`config.mk`:
```
export PLATFORM = sky130hd
export DESIGN_NAME = reg_scoreboard
export DESIGN_NICKNAME = d
export VERILOG_FILES = /design/src/rtl/reg_scoreboard_pkg.sv /design/src/rtl/reg_scoreboard_counter.sv /design/src/rtl/reg_scoreboard.sv
export SDC_FILE = /design/constraint.sdc
export NUM_CORES = 1
export LEC_CHECK = 0
export ABC_AREA = 1
export CAP_MARGIN = 30
export CORE_MARGIN = 2
export CORE_UTILIZATION = 49
export CTS_CLUSTER_DIAMETER = 100
export DETAILED_ROUTE_END_ITERATION = 8
export GPL_ROUTABILITY_DRIVEN = 1
export PLACE_DENSITY_LB_ADDON = 0.15
export SLEW_MARGIN = 30
export SYNTH_ARGS = -nofsm -noshare
export SYNTH_HDL_FRONTEND = slang
export SYNTH_HIERARCHICAL = 1
export SYNTH_SLANG_ARGS = --single-unit
```
`constraint.sdc`:
```
create_clock -name clk -period 3 [get_ports clk]
set_input_delay 0.6 -clock clk [delete_from_list [all_inputs] [get_ports clk]]
set_output_delay 0.6 -clock clk [all_outputs]
set_load 0.01 [all_outputs]
```
`src/rtl/reg_scoreboard_pkg.sv`:
```
// Shared definitions for the register-file scoreboard: register codes and FSM states.
package reg_scoreboard_pkg;

  localparam logic [3:0] REG_CODE_T    = 4'd8;
  localparam logic [3:0] REG_CODE_SP   = 4'd9;
  localparam logic [3:0] REG_CODE_IH   = 4'd10;
  localparam logic [3:0] REG_CODE_RA   = 4'd11;
  localparam logic [3:0] REG_CODE_NONE = 4'd12;
  localparam int         REG_CODE_NUM  = 12;

  typedef enum logic [1:0] {
    SB_RUN     = 2'd0,
    SB_DRAIN   = 2'd1,
    SB_DRAINED = 2'd2
  } sb_state_t;

  // Codes 12-15 all mean "no register".
  function automatic logic is_reg(input logic [3:0] code);
    return code < 4'(REG_CODE_NUM);
  endfunction

endpackage

```
`src/rtl/reg_scoreboard_counter.sv`:
```
// sb_counter: one saturating up/down pending-write counter with sync clear.
// Underflow flags a decrement at zero; the count itself is left unchanged.
module sb_counter #(
  parameter int CNT_W = 2
) (
  input  logic             clk,
  input  logic             rst,
  input  logic             inc,
  input  logic             dec,
  input  logic             clr,
  output logic [CNT_W-1:0] count,
  output logic             nonzero,
  output logic             full,
  output logic             underflow
);

  logic inc_ok;
  logic dec_ok;

  assign nonzero   = (count != '0);
  assign full      = (count == '1);
  assign underflow = dec && !nonzero && !clr;

  // A full counter may still take an increment when it is retired the same cycle.
  assign inc_ok = inc && (!full || dec);
  assign dec_ok = dec && nonzero;

  always_ff @(posedge clk or negedge rst) begin
    if (!rst) begin
      count <= '0;
    end else if (clr) begin
      count <= '0;
    end else begin
      case ({inc_ok, dec_ok})
        2'b10:   count <= count + 1'b1;
        2'b01:   count <= count - 1'b1;
        default: count <= count;
      endcase
    end
  end

endmodule

```
`src/rtl/reg_scoreboard.sv`:
```
// Register-file scoreboard: RAW/WAW issue gating, pending-write counters and drain handshake.
// Optional writeback bypass is enabled by defining SB_BYPASS_EN.
module reg_scoreboard
  import reg_scoreboard_pkg::*;
#(
  parameter int CNT_W   = 2,
  parameter int STALL_W = 16
) (
  input  logic               clk,
  input  logic               rst,
  input  logic               flush,
  input  logic               issue_valid,
  input  logic [3:0]         issue_src_a,
  input  logic [3:0]         issue_src_b,
  input  logic [3:0]         issue_dst,
  output logic               issue_ready,
  input  logic               wb_valid,
  input  logic [3:0]         wb_dst,
  input  logic               drain_req,
  output logic               drained,
  output logic [11:0]        busy,
  output logic [STALL_W-1:0] stall_cnt,
  output logic               err_underflow
);

`ifdef SB_BYPASS_EN
  localparam bit BYPASS_EN = 1'b1;
`else
  localparam bit BYPASS_EN = 1'b0;
`endif

  sb_state_t state;

  logic [CNT_W-1:0] cnt [REG_CODE_NUM];
  logic [11:0] full;
  logic [11:0] underflow;
  logic [11:0] one;
  logic [15:0] busy_x;
  logic [15:0] full_x;
  logic [15:0] retire_x;
  logic [15:0] inc_x;
  logic [15:0] src_clear;
  logic [15:0] dst_relief;
  logic        hazard_a;
  logic        hazard_b;
  logic        dst_sat;
  logic        issue_fire;

  // Padding to 16 entries lets the 4-bit codes index directly; "none" codes read as idle.
  assign busy_x   = {4'b0, busy};
  assign full_x   = {4'b0, full};
  assign retire_x = (wb_valid && is_reg(wb_dst)) ? (16'd1 << wb_dst) : 16'd0;

  assign src_clear  = {4'b0, one}  & retire_x & {16{BYPASS_EN}};
  assign dst_relief = full_x       & retire_x & {16{BYPASS_EN}};

  assign hazard_a = busy_x[issue_src_a] && !src_clear[issue_src_a];
  assign hazard_b = busy_x[issue_src_b] && !src_clear[issue_src_b];
  assign dst_sat  = full_x[issue_dst]   && !dst_relief[issue_dst];

  assign issue_ready = (state == SB_RUN) && !hazard_a && !hazard_b && !dst_sat && !flush;
  assign issue_fire  = issue_valid && issue_ready;
  assign inc_x       = (issue_fire && is_reg(issue_dst)) ? (16'd1 << issue_dst) : 16'd0;

  for (genvar i = 0; i < REG_CODE_NUM; i++) begin : g_cnt
    sb_counter #(.CNT_W(CNT_W)) u_cnt (
      .clk       (clk),
      .rst       (rst),
      .inc       (inc_x[i]),
      .dec       (retire_x[i]),
      .clr       (flush),
      .count     (cnt[i]),
      .nonzero   (busy[i]),
      .full      (full[i]),
      .underflow (underflow[i])
    );
    assign one[i] = (cnt[i] == CNT_W'(1));
  end

  always_ff @(posedge clk or negedge rst) begin
    if (!rst) begin
      err_underflow <= 1'b0;
      stall_cnt     <= '0;
    end else begin
      if (|underflow)
        err_underflow <= 1'b1;
      if (issue_valid && !issue_ready && (stall_cnt != '1))
        stall_cnt <= stall_cnt + 1'b1;
    end
  end

  always_ff @(posedge clk or negedge rst) begin
    if (!rst) begin
      state   <= SB_RUN;
      drained <= 1'b0;
    end else begin
      case (state)
        SB_RUN: begin
          drained <= 1'b0;
          if (drain_req)
            state <= SB_DRAIN;
        end
        SB_DRAIN: begin
          if (!drain_req) begin
            state <= SB_RUN;
          end else if (!(|busy) || flush) begin
            state   <= SB_DRAINED;
            drained <= 1'b1;
          end
        end
        SB_DRAINED: begin
          if (!drain_req) begin
            state   <= SB_RUN;
            drained <= 1'b0;
          end
        end
        default: begin
          state   <= SB_RUN;
          drained <= 1'b0;
        end
      endcase
    end
  end

endmodule
```
==> results.md <==
* F_max at 368 MHz
* Final worst path period share at 90.5%
* Cell Count Post-Placement at 829
* Vias in the first global route at 4023
* Post-synth ARST share at 100%
* WP buf/inv at 4
* Unique masters post-synth at 26
* Measured slew at the worst slew-check pin at 0.726 ns
* Max-Cap Viols at 0
* Filler Cell Count at 807
* CP max FO at 3
* Clk Latency, worst-skew pair at 0.31 ns
* Startpoint class of the critical path: primary input
* Routability cong. at 0.906
* Status: complete, no violations
* Post-route ant nets at 0
* Top_reg_cell synth: dfrtp_1
* P&R area growth vs syn at 19.2%
* DP HPWL at 8.45 mm
* CTS tree: done
* Yosys reg bits at 44
* CP max stage delay at 0.53 ns
* CP max-delay cell: clkdlybuf4s50_1
* Full die area at 9130 sq um
* Most common cell in the netlist: nand2_1
* CP Capture Type: primary output
* Endpoints failing hold at 0
* Starting Density at 50.2%
* Setup CP Type: in2out
* Cells along the critical path: clkdlybuf4s50_1 > buf_4 > nand2_1 > nand3_1 > nand2_1 > nor2_1 > nor2_2 > nand4_4 > inv_1 > dlygate4sd2_1
* First-pass GRT wire length at 18.2 mm
* Hold crit path type: in2async
* Antenna violations before repair at 0
* Leakage at 2.35 nW
* Layout cells sized above 1 at 19.0%
* Vias at 4290
* Routed vias/inst at 5.13
* Syn. warnings at 6
* Finished Core Util at 59.9%
* Crit path max-delay family: buffers and inverters
* EDFF count, synth at 0
* Die width at 95.5 um
* Cell Count, Final, Fillers Out at 837
* Gr ovfl total at 0
* Site Rows at 33
* Setup violators final at 0
* DRT iter0 DRCs at 272
* # diodes at 0
* Layout Nets at 754
* Average cell area after synthesis at 6.15 sq um
* Die height at 95.5 um
* Cell Area, Synth at 4110 sq um
* I/O pins at 53
* H-tree levels at 2
* Aggregate global-route resource usage at 25.2%
* Clk slew on worst S/H paths at 0.10 ns
* Root Buffer: clkbuf_8
* Core Region at 8180 sq um
* Synth Instances at 668
* Synth top area share at 26.8%
* Port Buf Inserts at 52
* Clock skew at 0.0126 ns
* Synth Net Count at 691
* Drt first pass iters at 5
* Final min period at 2.72 ns
* Max-slew violation count at 0
* TritonCTS Buffers at 5
* Area leader, netlist: dfrtp_1
* Worst path arrival time at 2.12 ns
* Largest net degree at the start of global routing at 50
* Most used cell, CP: nand2_1
* CTS max path bufs at 2
* Drt wl/cell at 12.7 um
* Pwr Density at 405 nW/um^2
* Worst VDD drop at 312 uV
* Slew headroom at 51.6%
* Sequential area share after synthesis at 26.8%
* Clk sinks at 44
* Critical Path RT at 2.40 ns
* Residual DRC at 0
* Synth top cells by count: nand2_1 (210), nor2_1 (101), inv_1 (73)
* Drt total wl at 10.6 mm
* Fin Setup TNS at 0 ns
* Largest cells by area after synthesis: dfrtp_1 (27%), nand2_1 (19%), nor2_1 (9.2%)
* Setup repair after global routing missed its margin: false
## final timing paths
check,start,endpoint,slack (ns),cells after the start
worst max-delay path,issue_src_b[0],issue_ready,0.28,10
worst min-delay path,rst,g_cnt[1].u_cnt/count[0],0.28,1
worst max register to register,g_cnt[3].u_cnt/count[0],g_cnt[2].u_cnt/count[0],0.59,19
worst min register to register,state[1],state[0],0.50,1
max in group asynchronous,rst,g_cnt[11].u_cnt/count[0],1.98,2
min in group clk,state[1],state[0],0.50,1
## metal layers
metal | track usage (%) | part of all wire [%]
met1 | 34.9 | 48
met2 | 39.9 | 45
met3 | 4.58 | 5.3
met4 | 7.86 | 1.7
met5 | 0 | 0
## logic make-up after synthesis
family	after synthesis	synth area share, %
AOI/OAI and AO/OA	4	0.701
buffers and inverters	96	9.39
xor gates and xnor gates	9	1.92
DFF	44	26.8
adders and majority gates	1	0.305
and+or+nand+nor	514	60.9
## power breakdown
group	internal, mW	leakage (nW)	switching (mW)	total [mW]
registers	0.668	0.576	0.102	0.769
clock network	0.251	0.0583	0.234	0.485
logic	0.307	1.71	0.423	0.729
## layout by cell type (no fill, tap or decap), types with 2 or more instances in the layout
cell	instances
inv_1	73
nand2_1	210
nor2_2	39
a211oi_1	2
clkdlybuf4s50_1	47
xor2_1	6
clkinv_4	2
nand3_1	60
nor3_1	10
nor4_1	7
nand4_1	20
buf_4	12
buf_2	2
nand2_2	36
dlygate4sd2_1	3
xnor2_1	3
nand2_4	12
nor2_1	101
nand3b_1	4
clkbuf_8	5
dfrtp_1	44
inv_2	15
nor2_4	13
## flip-flops by register name (all words and copies together) (netlist names)
signal / count
g_cnt.u_cnt/count: 24
err_underflow: 1
stall_cnt: 16
state: 2
drained: 1
## repair_timing
item	4_1_cts	5_1_grt
hold endpoints to repair	0	0
hold buffers	0	0
setup buffers	0	0
resized for setup	3	0
setup endpoints to repair	1	0
## layout make-up
class | count | area [sq um] | share of cell area (%)
Clock buffer | 5 | 68.8 | 1.41
Tap cell | 105 | 131 | 2.68
Timing Repair Buffer | 64 | 597 | 12.2
Sequential cell | 44 | 1100 | 22.5
Multi-Input combinational cell | 528 | 2620 | 53.5
Clock inverter | 3 | 47.5 | 0.971
Inverter | 88 | 330 | 6.75
## per-stage QoR
| stage | power [mW] | cell area [sq um] | hold slack (ns) | setup WS, ns |
|---|---|---|---|---|
| after floorplan | 1.20 | 4110 | 0.304 | 0.796 |
| after global placement | 1.49 | 4780 | 0.468 | -0.0348 |
| after detailed placement | 1.51 | 4780 | 0.481 | -0.107 |
| after CTS | 2.00 | 4890 | 0.314 | 0.257 |
| after global routing | 2.12 | 4890 | 0.332 | 0.133 |
| final | 1.98 | 4890 | 0.284 | 0.284 |
No activity file was read; power rests on OpenSTA's default activity.
==> RTL change 1 (same flow settings) <==
`STALL_W`: 16 -> 14.
--- a/src/rtl/reg_scoreboard.sv
+++ b/src/rtl/reg_scoreboard.sv
@@ -4,7 +4,7 @@
   import reg_scoreboard_pkg::*;
 #(
   parameter int CNT_W   = 2,
-  parameter int STALL_W = 16
+  parameter int STALL_W = 14
 ) (
   input  logic               clk,
   input  logic               rst,
Ports: changed (resized stall_cnt); port bits go from 53 to 51. The function was not compared with the original's and may differ.
==> RTL change 1 against the original RTL <==
- first-iteration DRC count is 31% higher
- area after synthesis is 3.8% lower
- final cell count is 3.8% lower
- design area is 3.7% lower
- largest power group unchanged
- wire length is 6.0% lower
- worst setup slack worse by 97 ps
- via count is 5.4% lower
- sequential share of layout area is 0.20 points lower
- power is 2.5% lower
- hold slack worse by 25 ps
- largest cell class unchanged
- sequential cell count is 2 lower
==> RTL change 1: results (changes against the original RTL) <==
- M2 GR Usage: 0.399 (about the same)
- Clock Tree Buf Depth: 2 (unchanged)
- Routed wl met3: 437 um (was 569 um)
- Post-synthesis sequential area ratio: 0.266 (was 0.268)
- Avg Cell Area, Syn: 6.16 sq um (was 6.15 sq um)
- Non-Filler Instances: 805 (was 837)
- Post-CTS Setup Bufs: 0 (unchanged)
- Total number of vias: 4058 (was 4290)
- Run status: finished, final reports clean (unchanged)
- Share of cells above drive strength 1: 0.202 (was 0.190)
- DR iter-0 viols: 356 (was 272)
- GRT Util Overall: 0.245 (was 0.252)
- Vias in the first global route: 3840 (was 4023)
- Switching Fraction: 0.381 (was 0.382)
- Syn Nets: 664 (was 691)
- Leak: 2.31 nW (was 2.35 nW)
- DRT Wirelength: 10.0 mm (was 10.6 mm)
- Top post-synthesis cells by count: nand2_1, nor2_1, inv_1 (unchanged)
- Met2 wire length: 4.56 mm (was 4.83 mm)
- CP max stage delay: roughly 540 ps
- Normalized max-slew margin: 0.518 (was 0.516)
- Met3 Track Usage GR: 0.0393 (was 0.0458)
- VDD IR max: 0.000200 V (was 0.000312 V)
- Met1 Resource Use GR: 0.331 (was 0.349)
- Clock skew: 9.67 ps (was 12.6 ps)
- ANT cells: 0 (unchanged)
- Sequential Power Share: 0.383 (was 0.388)
- Worst reg2reg setup slack: 550 ps (was 590 ps)
- Post-detail-place hpwl: 7.68 mm (was 8.45 mm)
- Routability Congestion: 0.984 (was 0.906)
- Post-CTS resize count: 4 (was 3)
- Worst min path class: in2async (unchanged)
- Nets: 725 (was 754)
- M1 WL: 4.78 mm (was 5.06 mm)
- Initial antenna violation count: 0 (unchanged)
- Port Buffers: 50 (was 52)
- Dpl cells: 797 (was 829)
- Largest net degree at the start of global routing: 50 (unchanged)
- Synth unique cells: 29 (was 26)
- Top post-synthesis cells by area: dfrtp_1, nand2_1, nor2_1, nand3_1, inv_1 (unchanged)
- Data arrival time of the critical path: 2210 ps (was 2120 ps)
- CTS root buf: clkbuf_8 (unchanged)
- Worst-path maximum fanout: 5 (was 3)
- First-pass GRT wire length: 17.3 mm (was 18.2 mm)
- Largest regs: g_cnt.u_cnt/count: 24 flops, stall_cnt: 14 flops, state: 2 flops (was g_cnt.u_cnt/count: 24 flops, stall_cnt: 16 flops, state: 2 flops)
[RTL change 1: metrics by stage]
step           TNS [ps]  power (mW)  worst slack (ps)  hold slack, ps  instance area, sq um
2_1_floorplan         0        1.16               766             304                  3950
3_3_place_gp       -539        1.45              -106             465                  4610
3_5_place_dp      -2010        1.47              -136             469                  4610
4_1_cts               0        1.95              34.6             302                  4710
5_1_grt               0        2.07              67.7             331                  4710
6_report              0        1.94               187             260                  4710
[RTL change 1: path summary, 6_finish.rpt]
path | depth (start not counted) | startpoint | endpoint
worst min register to register | 1 | state[1]$_DFFE_PN0P_ | state[0]$_DFFE_PN0P_
worst max-delay path | 10 | issue_dst[1] | issue_ready
worst min-delay path | 1 | rst | g_cnt[0].u_cnt/count[0]$_DFFE_PN0P_
max in group asynchronous | 1 | rst | g_cnt[9].u_cnt/count[1]$_DFFE_PN0P_
min in group clk | 1 | state[1]$_DFFE_PN0P_ | state[0]$_DFFE_PN0P_
worst max register to register | 19 | g_cnt[9].u_cnt/count[0]$_DFFE_PN0P_ | g_cnt[2].u_cnt/count[1]$_DFFE_PN0P_
[RTL change 1: cell type report]
class | count | area, sq um
Sequential cell | 42 | 1050
Multi-Input combinational cell | 509 | 2540
Timing Repair Buffer | 61 | 572
Tap cell | 102 | 128
Fill cell | 745 | 3050
Clock inverter | 2 | 37.5
Clock buffer | 6 | 72.6
Inverter | 83 | 312
[RTL change 1: kinds of logic (layout without fill, tap and decap cells)]
logic type	Yosys count	count (layout)	synth area share
AND/OR/NAND/NOR	492	492	0.607
buffers and inverters	90	152	0.0900
flip-flops	42	42	0.266
XOR/XNOR	12	12	0.0266
AO/OA/AOI/OAI	4	4	0.00666
adder cells (fa/ha/maj)	1	1	0.00317
==> RTL change 2 (same settings) <==
Made on the original files. Make the reset (`rst`) synchronous in 3 clocked blocks.
--- a/src/rtl/reg_scoreboard_counter.sv
+++ b/src/rtl/reg_scoreboard_counter.sv
@@ -25,7 +25,7 @@
   assign inc_ok = inc && (!full || dec);
   assign dec_ok = dec && nonzero;
 
-  always_ff @(posedge clk or negedge rst) begin
+  always_ff @(posedge clk) begin
     if (!rst) begin
       count <= '0;
     end else if (clr) begin
--- a/src/rtl/reg_scoreboard.sv
+++ b/src/rtl/reg_scoreboard.sv
@@ -77,7 +77,7 @@
     assign one[i] = (cnt[i] == CNT_W'(1));
   end
 
-  always_ff @(posedge clk or negedge rst) begin
+  always_ff @(posedge clk) begin
     if (!rst) begin
       err_underflow <= 1'b0;
       stall_cnt     <= '0;
@@ -89,7 +89,7 @@
     end
   end
 
-  always_ff @(posedge clk or negedge rst) begin
+  always_ff @(posedge clk) begin
     if (!rst) begin
       state   <= SB_RUN;
       drained <= 1'b0;
Behaviour: differs if rst is asserted again (counterexample within 4 cycles, from zero or initial values and one cycle with rst low); with rst held inactive, the same outputs for 4 cycles.
==> RTL change 2 against the original RTL <==
- sequential cell count stayed put
- critical path depth did not move
- wire length is 5.6% lower
- area after synthesis decreased by 3.7%
- global-route usage fell by 1.2 points
- core utilization is 1.3 points higher
- via count down 1.8%
- worst setup slack lost 62 ps
- first-iteration DRC count down 39%
- design area fell by 3.0%
- synthesized cell count up 2.2%
- die area decreased by 3.5%
- non-clock buffer count grew 2
Power is not compared: it rests on default switching activity, and its combinational part moved more than twofold at a synthesized area within 25%.
==> RTL change 2: results (changes against the original RTL) <==
- Met1 Resource Use GR: 0.315 (was 0.349)
- Post-detail-place hpwl: 7.87 mm (was 8.45 mm)
- Buffers, non-clock: 66 (was 64)
- Reg2reg start: g_cnt[5].u_cnt/count[0]$_SDFFE_PP0P_ (was g_cnt[3].u_cnt/count[0]$_DFFE_PN0P_)
- Sequential Area: 881 sq um (was 1100 sq um)
- Synth unique cells: 30 (was 26)
- Non-Filler Instances: 848 (was 837)
- Post-synthesis sequential area ratio: 0.223 (was 0.268)
- DR iter-0 viols: 165 (was 272)
- Run status: finished, final reports clean (unchanged)
- M1 WL: 4.81 mm (was 5.06 mm)
- Worst reg2reg setup slack: 450 ps (was 590 ps)
- Syn Nets: 718 (was 691)
- First-pass GRT wire length: 17.3 mm (was 18.2 mm)
- Cell Area, Placed: 4630 sq um (was 4780 sq um)
- Ys async rst share: 0 (was 1.00)
- Slew @ Worst Pin: 464 ps (was 726 ps)
- Worst Hold Slack: 497 ps (was 284 ps)
- Post-synth design cell area: 3950 sq um (was 4110 sq um)
- Fill count: 770 (was 807)
- Nets: 780 (was 754)
- Inverters: 159 (was 88)
- Met3 Track Usage GR: 0.0321 (was 0.0458)
- Fmax achieved: 360 MHz (was 368 MHz)
- Crit Reg-Reg Endpoint: g_cnt[3].u_cnt/count[1]$_SDFFE_PP0P_ (was g_cnt[2].u_cnt/count[0]$_DFFE_PN0P_)
- Clock skew: 9.82 ps (was 12.6 ps)
==> RTL change 2: cell count changes after synthesis, moves of 13 or more <==
cell     change
inv_1       +69
dfxtp_1     +44
nand2_2     -30
nor2_2      -22
nand3_1     -32
nand4_1     +15
nor3_1      +23
nand3_2     +17
nor2_1      +23
o21ai_0     +13
nand2_1     -58
dfrtp_1     -44
==> RTL change 2: cell families after synthesis <==
| kind of cell | share of synthesized area |
|---|---|
| flops | 0.223 |
| simple gates | 0.501 |
| compound gates | 0.0288 |
| fa+ha+maj | 0.0411 |
| buf+inv | 0.178 |
| xor+xnor | 0.0288 |
==> RTL change 2: through the flow <==
stage	setup TNS [ps]	power [mW]
6_report	0	1.32
5_1_grt	0	1.38
4_1_cts	0	1.33
3_5_place_dp	-1960	0.843
3_3_place_gp	-444	0.837
2_1_floorplan	0	0.750
==> RTL change 2: worst register-to-register path, delay by kind of cell, from the launching register on <==
family,cells,cell delay (ps)
compound gates,1,90
fa+ha+maj,1,330
buf+inv,3,340
flops,1,380
simple gates,13,1350
